File: config.mk
export PLATFORM = sky130hd
export DESIGN_NAME = pwm_capture
export DESIGN_NICKNAME = d
export VERILOG_FILES = /design/src/rtl/pwm_capture.sv
export SDC_FILE = /design/constraint.sdc
export NUM_CORES = 1
export LEC_CHECK = 0
export ABC_AREA = 1
export CAP_MARGIN = 30
export CORE_MARGIN = 2
export CORE_UTILIZATION = 55
export CTS_BUF_LIST = sky130_fd_sc_hd__clkbuf_2 sky130_fd_sc_hd__clkbuf_4 sky130_fd_sc_hd__clkbuf_8
export CTS_CLUSTER_SIZE = 12
export DETAILED_ROUTE_END_ITERATION = 10
export PLACE_DENSITY = 0.89
export SLEW_MARGIN = 20
export SYNTH_ARGS = -nofsm -noshare
export SYNTH_HDL_FRONTEND = slang
export SYNTH_SLANG_ARGS = --single-unit
File: constraint.sdc
create_clock -name clk -period 3.7 [get_ports clk]
set_input_delay 0.74 -clock clk [delete_from_list [all_inputs] [get_ports clk]]
set_output_delay 0.74 -clock clk [all_outputs]
set_load 0.05 [all_outputs]
File: src/rtl/pwm_capture.sv
// PWM high-time and period capture. pwm_in is synchronized, edge-detected and
// measured between consecutive rising edges; a stalled input is flagged as stuck.
module pwm_capture #(
    parameter int unsigned CNT_W = 8
) (
    input  logic             clk,
    input  logic             rst,
    input  logic             en,
    input  logic             pwm_in,
    output logic [CNT_W-1:0] high_cnt,
    output logic [CNT_W-1:0] period_cnt,
    output logic             valid,
    output logic             stuck,
    output logic             level
);

    localparam logic [CNT_W-1:0] MaxCnt = {CNT_W{1'b1}};
    localparam logic [CNT_W-1:0] OneCnt = CNT_W'(1);

    typedef enum logic [1:0] {StIdle, StHigh, StLow} state_e;

    logic             s1_q, s2_q, s3_q;
    logic             rise, fall;
    state_e           state_q, state_d;
    logic [CNT_W-1:0] cnt_hi_q, cnt_hi_d;
    logic [CNT_W-1:0] cnt_per_q, cnt_per_d;
    logic [CNT_W-1:0] high_cnt_q, high_cnt_d;
    logic [CNT_W-1:0] period_cnt_q, period_cnt_d;
    logic             valid_q, valid_d;
    logic             stuck_q, stuck_d;

    assign rise = s2_q & ~s3_q;
    assign fall = ~s2_q & s3_q;

    always_ff @(posedge clk) begin
        if (rst) begin
            s1_q         <= 1'b0;
            s2_q         <= 1'b0;
            s3_q         <= 1'b0;
            state_q      <= StIdle;
            cnt_hi_q     <= '0;
            cnt_per_q    <= '0;
            high_cnt_q   <= '0;
            period_cnt_q <= '0;
            valid_q      <= 1'b0;
            stuck_q      <= 1'b0;
        end else begin
            s1_q         <= pwm_in;
            s2_q         <= s1_q;
            s3_q         <= s2_q;
            state_q      <= state_d;
            cnt_hi_q     <= cnt_hi_d;
            cnt_per_q    <= cnt_per_d;
            high_cnt_q   <= high_cnt_d;
            period_cnt_q <= period_cnt_d;
            valid_q      <= valid_d;
            stuck_q      <= stuck_d;
        end
    end

    always_comb begin
        state_d      = state_q;
        cnt_hi_d     = cnt_hi_q;
        cnt_per_d    = cnt_per_q;
        high_cnt_d   = high_cnt_q;
        period_cnt_d = period_cnt_q;
        valid_d      = 1'b0;
        stuck_d      = stuck_q;

        if (!en) begin
            state_d   = StIdle;
            cnt_hi_d  = '0;
            cnt_per_d = '0;
        end else begin
            unique case (state_q)
                StIdle: begin
                    if (rise) begin
                        state_d   = StHigh;
                        cnt_hi_d  = OneCnt;
                        cnt_per_d = OneCnt;
                        stuck_d   = 1'b0;
                    end
                end
                StHigh, StLow: begin
                    if (state_q == StLow && rise) begin
                        // A rise closes the period and wins over saturation.
                        high_cnt_d   = cnt_hi_q;
                        period_cnt_d = cnt_per_q;
                        valid_d      = 1'b1;
                        state_d      = StHigh;
                        cnt_hi_d     = OneCnt;
                        cnt_per_d    = OneCnt;
                    end else if (cnt_per_q == MaxCnt) begin
                        // s2 low here covers both a long low and a fall at MAX.
                        high_cnt_d   = s2_q ? MaxCnt : '0;
                        period_cnt_d = MaxCnt;
                        valid_d      = 1'b1;
                        stuck_d      = 1'b1;
                        state_d      = StIdle;
                        cnt_hi_d     = '0;
                        cnt_per_d    = '0;
                    end else begin
                        cnt_per_d = cnt_per_q + OneCnt;
                        if (state_q == StHigh) begin
                            if (fall) begin
                                state_d = StLow;
                            end else begin
                                cnt_hi_d = cnt_hi_q + OneCnt;
                            end
                        end
                    end
                end
                default: begin
                    state_d   = StIdle;
                    cnt_hi_d  = '0;
                    cnt_per_d = '0;
                end
            endcase
        end
    end

    assign high_cnt   = high_cnt_q;
    assign period_cnt = period_cnt_q;
    assign valid      = valid_q;
    assign stuck      = stuck_q;
    assign level      = s2_q;

endmodule

==> run summary <==
Average size of a mapped cell: 6.84 sq um. After synthesis, the cell types taking the most area are sky130_fd_sc_hd__dfxtp_1, sky130_fd_sc_hd__nand2_1, sky130_fd_sc_hd__nor2_1, sky130_fd_sc_hd__o21ai_0, sky130_fd_sc_hd__inv_1. The number of failing hold endpoints at the final stage is 0. For the starting density of the core, the log shows 0.583. The tools report the internal power as 531 uW. The slowest stage of the critical path is the sky130_fd_sc_hd__clkdlybuf4s50_1 cell.

The share of async-settable or async-resettable flops after synthesis was 0. Setup repair after global routing left no endpoint under its margin. The run gives 0.353 as the met2 usage.

The number of different library cells used by synthesis comes to 27. In this run the critical register-to-register path is launched from state_q[0]. Clock-pin slew was measured on the worst setup and hold paths at 0.13 ns.

The die footprint was 4090 sq um. Fraction of synthesized cell area taken by the top area cell type: 0.395. Largest delay contributor family on the critical path: buffers and inverters. For this design the static power due to leakage is 0.000938 uW. Routability-driven placement finished with a final weighted congestion of 0.830. Traced cell by cell, the critical path runs through clkdlybuf4s50_1. The clock net in this run drives a total of 39 sinks.

The combinational fraction of design power was 0.129. The fraction of layout instances using a drive strength above 1 came out at 0.0707. By instance count, the leading cell after synthesis is sky130_fd_sc_hd__nand2_1. The run gives 0 as the final antenna diode count. The area of the mapped netlist was 1980 sq um.

The worst min-delay path endpoint was level. Source of the worst hold timing path: s1_q. After synthesis, the most frequently instantiated cells are sky130_fd_sc_hd__nand2_1, sky130_fd_sc_hd__nor2_1, sky130_fd_sc_hd__dfxtp_1, sky130_fd_sc_hd__inv_1, sky130_fd_sc_hd__o21ai_0. In this run, CTS created clock tree buffers numbering 5.

The routing usage on met3 came out at 0.0493. The count of warnings emitted by yosys is 0, and the total power per unit cell area is 333 nW/um^2. The via total after detailed routing came out at 1,848. TritonCTS built the clock tree. The synthesized design contains 0 enable-type register cells. After technology mapping, the gate count stands at 289.

Net switching share of the total power: 0.295. The tools report the switching power total as 222 uW. The number of hold buffers added after CTS was 0.

STA classifies the critical path startpoint as a register. The total of cells resized after clock tree synthesis was 0; the average routed wire per standard cell was 11.5 um. The number of antenna violations at the first check in global routing came out at 0.

After clock tree synthesis, the setup repair step added 0 buffers. In this run the count of I/O pins placed on the die edge is 23. CTS built an H-tree with a depth of 2.

The number of cells traversed by the worst hold path was 2; the sum of buffers and inverters on the critical path was 1. Entering global routing, the biggest net connects 26 pins. The total stage count of the critical path is 1, and the final global-route overflow total is 0.

Starting DRC count in detailed routing: 114. In this run the most used layer during global routing was met2. Signed area change from the synthesized netlist to the final layout: 14.5%. Power comes to 754 uW.

Post-DP HPWL: 2.99 mm. The flow ran to the end, and the final reports show no timing, DRC or antenna violations. The core box area was 3390 sq um; the total length of routed wires was 4.10 mm.

Library cell with the largest summed area after synthesis: sky130_fd_sc_hd__dfxtp_1. The logs give 0.395 for the sequential fraction of the synthesis area and 6.92 mm for the wire length of the first global-routing pass. For the final database, setup skew stands at 0.0167 ns.

The run gives 0.271 as the met1 track utilization from global routing. Timing analysis after detailed placement gives a worst setup slack of 1.45 ns. The peak per-stage delay on the critical path is 0.85 ns. The worst flop-to-flop path endpoint is cnt_hi_q[1]. The clock network fraction of design power was 0.294; the number of non-filler instances in the completed layout was 357. The critical path class was reg -> out. The first detailed-routing pass ran for 4 iterations.

The global router's overall resource usage was 0.214; the number of cells traversed by the worst register-to-register path was 7. Setup total negative slack on the finished layout was measured at 0 ns. The floorplan row count was 21. The worst path in the final design needs a cycle of 2.44 ns, including I/O delays and setup.

The die boundary height works out to 63.9 um. The fraction of the cycle the final worst path needs is 0.659, and the per-cell via count in the routed design is 5.18. For this run, the leading register cell type out of synthesis is sky130_fd_sc_hd__dfxtp_1.

The die is 63.9 um wide. After detailed placement, the design holds a cell count of 349. The tightest min-delay check is of the reg -> reg type.

Slew at the pin with the worst max-slew slack: 0.527 ns. Power share of the sequential group: 0.577. Setup violations remaining at the end of the flow were counted as 0. The remaining antenna violation count after routing was 0; the count of input and output buffers was 22. The cell sitting at the root of the clock tree is a sky130_fd_sc_hd__clkbuf_4. After detailed routing, the number of remaining DRC violations is 0. The worst setup path is captured at an output port. The clock passes through at most 2 buffers.

The count of final max-slew check failures was 0. For this run, the post-layout net count is 320. The logs give 0.648 for the normalized max-slew margin and 0.423 ns for the worst hold slack across all endpoints.

The number of global-route vias before repair was 1,608; the data arrival time of the worst path was 1.70 ns. Clock latency on the worst-skew pair, taken at its later pin, is 0.36 ns. The number of nets handed over by synthesis was 299. The critical-path maximum fanout works out to 6. The slack of the critical path is 1.26 ns.

Across the run, the number of max-cap violations was 0. Derived from the worst setup path, the maximum achievable clock frequency is 0.410 GHz. The flip-flop and latch count after synthesis was 39; the required time of the worst setup path was 2.96 ns.

The register-to-register path setup slack is 1.73 ns. For the highest ir drop seen on vdd, the log shows 195 uV.
-- cell families after synthesis --
kind of cell	after synthesis	synth area share
simple gates	148	0.329
compound gates	51	0.137
xor+xnor	1	0.00443
buf+inv	44	0.0956
flops	39	0.395
fa+ha+maj	6	0.0380
-- registers in the layout, indices dropped and copies added, names as in the netlist --
signal / count
cnt_hi_q: 8
cnt_per_q: 8
high_cnt: 8
level: 1
period_cnt: 8
s1_q: 1
s3_q: 1
state_q: 2
stuck: 1
valid: 1
-- layout make-up --
cell class | instances | area (sq um)
clock inverter | 3 | 20.0
sequential | 39 | 781
timing repair buffer | 23 | 228
tap | 46 | 57.6
clock buffer | 5 | 37.5
fill | 286 | 1130
inverter | 35 | 133
multi-input combinational | 206 | 1010
-- layout by cell type (no fill, tap or decap) --
cell type,count
sky130_fd_sc_hd__xnor2_1,1
sky130_fd_sc_hd__nor3_1,4
sky130_fd_sc_hd__inv_1,34
sky130_fd_sc_hd__nand3_2,2
sky130_fd_sc_hd__o21ai_1,2
sky130_fd_sc_hd__a21boi_0,1
sky130_fd_sc_hd__a21o_1,1
sky130_fd_sc_hd__clkinvlp_4,2
sky130_fd_sc_hd__o211ai_1,1
sky130_fd_sc_hd__clkbuf_4,5
sky130_fd_sc_hd__a21boi_1,1
sky130_fd_sc_hd__o21ai_2,1
sky130_fd_sc_hd__clkinv_2,2
sky130_fd_sc_hd__nor2_1,52
sky130_fd_sc_hd__nor2_2,6
sky130_fd_sc_hd__o21bai_1,1
sky130_fd_sc_hd__a21oi_1,15
sky130_fd_sc_hd__nand3_1,11
sky130_fd_sc_hd__ha_1,6
sky130_fd_sc_hd__dfxtp_1,39
sky130_fd_sc_hd__nand3_4,1
sky130_fd_sc_hd__nand4_1,8
sky130_fd_sc_hd__o21ai_0,28
sky130_fd_sc_hd__nand2_1,62
sky130_fd_sc_hd__nand2_4,2
sky130_fd_sc_hd__clkdlybuf4s50_1,22
sky130_fd_sc_hd__buf_4,1
-- power by group through the flow --
stage	logic, uW	clock network, uW	registers (uW)
2_1_floorplan	72.8	0	448
4_1_cts	96.3	225	435
5_1_grt	110	247	436
6_report	97.3	221	435
3_5_place_dp	95.8	0	444
3_3_place_gp	93.5	0	444
-- routing by layer --
metal,vias up,share of wire
met2,61,0.45
met3,7,0.054
li1,964,-
met1,816,0.48
met4,0,0.018
met5,-,0
-- worst max path at each step --
stage / endpoint / start / slack (ns)
4_1_cts: level / level / 1.24
5_1_grt: level / level / 1.20
3_3_place_gp: cnt_per_q[0] / rst / 1.56
6_report: level / level / 1.26
2_1_floorplan: high_cnt[6] / level / 2.07
3_5_place_dp: cnt_per_q[7] / rst / 1.45
-- metrics by stage --
stage	cell area (sq um)	utilization
after floorplan	1980	-
after global placement	2200	0.650
after detailed placement	2200	0.650
after CTS	2260	0.667
after global routing	2260	0.667
final	2260	0.667
(Power assumes the default switching activity.)
